===== src/rtl/seq_mult_pkg.sv =====
// Shared constants and state encoding for the iterative shift-add multiplier.
package seq_mult_pkg;

  localparam int WIDTH_DEF = 32;
  localparam int CNT_W_DEF = $clog2(WIDTH_DEF);

  // 2'd3 is unused; the FSM recovers from it to IDLE.
  typedef enum logic [1:0] {
    IDLE = 2'd0,
    RUN  = 2'd1,
    DONE = 2'd2
  } state_t;

endpackage


===== src/rtl/mult_add_2w.sv =====
// Combinational W-bit carry-select adder: ripple low half, upper half
// precomputed for both carry-ins and selected by the low-half carry.
module mult_add_2w #(
  parameter int W = 64
) (
  input  logic [W-1:0] a,
  input  logic [W-1:0] b,
  input  logic         c_in,
  output logic [W-1:0] sum,
  output logic         c_out
);

  localparam int LO = W / 2;
  localparam int HI = W - LO;

  logic [LO:0] lo_s;
  logic [HI:0] hi_s0;
  logic [HI:0] hi_s1;

  assign lo_s  = {1'b0, a[LO-1:0]} + {1'b0, b[LO-1:0]} + {{LO{1'b0}}, c_in};
  assign hi_s0 = {1'b0, a[W-1:LO]} + {1'b0, b[W-1:LO]};
  assign hi_s1 = hi_s0 + {{HI{1'b0}}, 1'b1};

  assign {c_out, sum} = {(lo_s[LO] ? hi_s1 : hi_s0), lo_s[LO-1:0]};

endmodule


===== src/rtl/seq_mult_32bit.sv =====
// Iterative shift-add unsigned multiplier, one 2*WIDTH-bit add per cycle.
// Optional SEQ_MULT_EARLY_EXIT_EN: finish as soon as the remaining multiplier is zero.
module seq_mult_32bit
  import seq_mult_pkg::*;
#(
  parameter int WIDTH = WIDTH_DEF
) (
  input  logic               clk,
  input  logic               reset,
  input  logic               start,
  input  logic [WIDTH-1:0]   a,
  input  logic [WIDTH-1:0]   b,
  output logic               busy,
  output logic               done,
  output logic [2*WIDTH-1:0] product
);

  localparam int PW    = 2 * WIDTH;
  localparam int CNT_W = $clog2(WIDTH);

  state_t             state, state_n;
  logic [PW-1:0]      mcand;
  logic [WIDTH-1:0]   mplier;
  logic [PW-1:0]      acc;
  logic [PW-1:0]      acc_n;
  logic [CNT_W-1:0]   count;
  logic [PW-1:0]      sum;
  logic               carry_unused;
  logic               last;

  // Carry out cannot be set: acc + mcand stays below 2^PW for in-range operands.
  mult_add_2w #(.W(PW)) u_add (
    .a     (acc),
    .b     (mcand),
    .c_in  (1'b0),
    .sum   (sum),
    .c_out (carry_unused)
  );

  assign acc_n = mplier[0] ? sum : acc;

`ifdef SEQ_MULT_EARLY_EXIT_EN
  assign last = (count == CNT_W'(WIDTH - 1)) || ((mplier >> 1) == '0);
`else
  assign last = (count == CNT_W'(WIDTH - 1));
`endif

  always_comb begin
    state_n = state;
    busy    = 1'b0;
    done    = 1'b0;
    case (state)
      IDLE: if (start) state_n = RUN;
      RUN: begin
        busy = 1'b1;
        if (last) state_n = DONE;
      end
      DONE: begin
        busy    = 1'b1;
        done    = 1'b1;
        state_n = IDLE;
      end
      default: state_n = IDLE;
    endcase
  end

  always_ff @(posedge clk) begin
    if (reset) begin
      state   <= IDLE;
      mcand   <= '0;
      mplier  <= '0;
      acc     <= '0;
      count   <= '0;
      product <= '0;
    end else begin
      state <= state_n;
      case (state)
        IDLE: if (start) begin
          mcand  <= {{WIDTH{1'b0}}, a};
          mplier <= b;
          acc    <= '0;
          count  <= '0;
        end
        RUN: begin
          acc    <= acc_n;
          mcand  <= mcand << 1;
          mplier <= mplier >> 1;
          if (last) product <= acc_n;
          else      count   <= count + 1'b1;
        end
        default: ;
      endcase
    end
  end

endmodule


===== config.mk =====
export PLATFORM = sky130hd
export DESIGN_NAME = seq_mult_32bit
export DESIGN_NICKNAME = d
export VERILOG_FILES = /design/src/rtl/seq_mult_pkg.sv /design/src/rtl/mult_add_2w.sv /design/src/rtl/seq_mult_32bit.sv
export SDC_FILE = /design/constraint.sdc
export NUM_CORES = 1
export LEC_CHECK = 0
export ABC_AREA = 1
export BUFFER_PORTS_ARGS = -buffer_cell sky130_fd_sc_hd__buf_2
export CAP_MARGIN = 20
export CORE_MARGIN = 5
export CORE_UTILIZATION = 50
export DETAILED_ROUTE_END_ITERATION = 10
export PLACE_DENSITY = 0.65
export SYNTH_ARGS = -nofsm -noshare
export SYNTH_HDL_FRONTEND = slang
export SYNTH_HIERARCHICAL = 1
export SYNTH_SLANG_ARGS = --single-unit

===== constraint.sdc =====
create_clock -name clk -period 6.53 [get_ports clk]
set_clock_uncertainty 0.15 [all_clocks]
set_input_delay 1.306 -clock clk [delete_from_list [all_inputs] [get_ports clk]]
set_output_delay 1.306 -clock clk [all_outputs]
set_load 0.05 [all_outputs]

==> out/qor.txt <==
outcome -> finished clean
layout cells sized above 1 -> 12.00%
yosys warns -> 6
H-tree Lvls -> 1
shortest period the worst path allows -> 3.819 ns
# diodes -> 0
final WL -> 42490 µm
setup TNS -> 0 ns
Post-CTS Setup Inserts -> 0
IO buf count -> 132
Final Setup Violations -> 0
initial antenna violation count -> 0
worst-path maximum fanout -> 18
TritonRoute pass-1 iters -> 5
die area -> 34330 µm²
Worst Path Required -> 6.76 ns
Die Ht -> 185.3 µm
die width -> 185.3 µm
routability cong. -> 0.9336
DP HPWL -> 30890 µm
LEAKAGE -> 7.986 nW
Register Area -> 4628 µm²
Period Utilization, post-route -> 58.49%
Worst VDD drop -> 187.3 µV
global-route wire length before repair -> 70650 µm
Mean Syn Cell Area -> 6.151 µm²
WHS Path Cells -> 2
post-synthesis net count -> 2637
Crit Path Class -> register to register
Final ANT Viol Nets -> 0
met1 wire length -> 19860 µm
synthesized instance count -> 2497
I/O pin count -> 133
worst reg2reg path depth -> 23
CTS tree -> yes
Root Driver -> clkbuf_16
Clk pin slew, worst setup/hold paths -> 0.06 ns
CTS sink cnt -> 231
total grt overflow -> 0
Post-Syn Area -> 15360 µm²
FMAX -> 261.8 MHz
FP Rows -> 64
unrepaired setup endpoints after global routing -> no
endpoints failing hold -> 0
worst hold-check path type -> register to register
max layer used -> met4
CTS Hold Bufs -> 0
Vias -> 15240
WL per Instance -> 14.26 µm
# Max-Cap Violations -> 0
post-CTS resize count -> 0
# fillers -> 3126
Initial Utilization -> 50.48%
Crit. End Element -> register
PwrDens -> 217.9 nW/µm²
met2 wire len -> 19770 µm
slew of the pin with the lowest slew margin -> 1.035 ns
critical path launch point type -> register
Max Buffers Root-to-Sink -> 3
Layout Nets -> 2706
max-slew violations -> 0
largest net degree at the start of global routing -> 97
worst path arrival time -> 4.05 ns
CTS Buf Count -> 27
total track usage -> 24.53%
area grow syn2layout -> 10.57%
vias in the first global route -> 14450
slew margin rel. -> 30.91%
Multi-input gate area -> 9116 µm²
core area -> 30430 µm²
hold slack -> 0.3146 ns
First DRT Iteration DRCs -> 1001
DRC viols -> 0
vias per inst -> 5.115
clk_lat worst skew -> 0.52 ns
met3 wire length -> 1916 µm
post-layout util -> 55.81%
==> flip-flops by register name (all words and copies together), names as in the netlist <==
signal and count:
acc 64, count 5, mcand 64, mplier 32, product 64, state 2
==> layout make-up <==
type,instances,area share (%)
clock inverter,9,0.7662
tap,396,2.917
clock buffer,38,4.575
sequential,231,27.25
timing repair buffer,143,4.582
inverter,281,6.233
multi-input combinational,1882,53.68
==> per-layer routing <==
layer	track usage [%]	vias up
met1	33.24	6886
met3	2.553	64
met2	42.13	333
met4	5.843	0
li1	-	7959
met5	0	-
==> power by group <==
part           switching [mW]  leakage [nW]  internal [mW]  total [mW]
combinational           0.436          5.66          0.193       0.629
clock                   0.580         0.445          0.943        1.52
sequential             0.0646          1.88           1.48        1.55
total                    1.08          7.99           2.62        3.70
==> final timing paths <==
| path | start | end | slack, ns |
|---|---|---|---|
| worst max-delay path | acc[0] | acc[57] | 2.71 |
| worst min-delay path | mcand[63] | mcand[63] | 0.31 |
| worst max register to register | acc[0] | acc[57] | 2.71 |
| worst min register to register | mcand[63] | mcand[63] | 0.31 |
==> through the flow <==
step | cells | setup slack [ns] | total power, mW | instance area [µm²]
6_report | 2980 | 2.711 | 3.700 | 16980
5_1_grt | 2980 | 2.404 | 3.898 | 16980
4_1_cts | 2978 | 2.743 | 3.736 | 16940
3_5_place_dp | 2931 | 2.728 | 2.196 | 16030
3_3_place_gp | 2931 | 2.758 | 2.188 | 16030
2_1_floorplan | 2497 | 3.563 | 2.069 | 15360
==> worst max-delay path: stages, from the launching register on <==
cell and delay (ns):
dfxtp_1 0.34, inv_1 0.07, fa_1 0.41, inv_1 0.10, fa_1 0.21, nand3_1 0.08
nand2_1 0.13, nand3_1 0.09, nand2_1 0.15, nand3_1 0.09, nand2_1 0.18, nand3_1 0.11
nand2_2 0.39, inv_2 0.23, nor3_1 0.31, nand2_1 0.09, nand2_1 0.06, nand2_1 0.04
inv_1 0.05, nand2_1 0.04, o21ai_0 0.13, nor2_1 0.06, nor2_1 0.11, nor2_1 0.04
==> cells in the final DEF (no fill, tap or decap), types with 6 or more instances in the layout <==
| cell | instances |
|---|---|
| a21oi_1 | 136 |
| a21oi_2 | 21 |
| buf_2 | 131 |
| buf_4 | 10 |
| clkbuf_16 | 27 |
| clkbuf_8 | 6 |
| dfxtp_1 | 230 |
| ha_1 | 69 |
| inv_1 | 264 |
| inv_2 | 15 |
| nand2_1 | 748 |
| nand2_2 | 46 |
| nand3_1 | 86 |
| nand4_1 | 18 |
| nor2_1 | 404 |
| nor2_2 | 25 |
| nor3_1 | 14 |
| o21ai_0 | 167 |
| o21ai_1 | 43 |
| o21bai_1 | 7 |
| xnor2_1 | 9 |
| xor2_1 | 43 |
(Power assumes the default switching activity.)
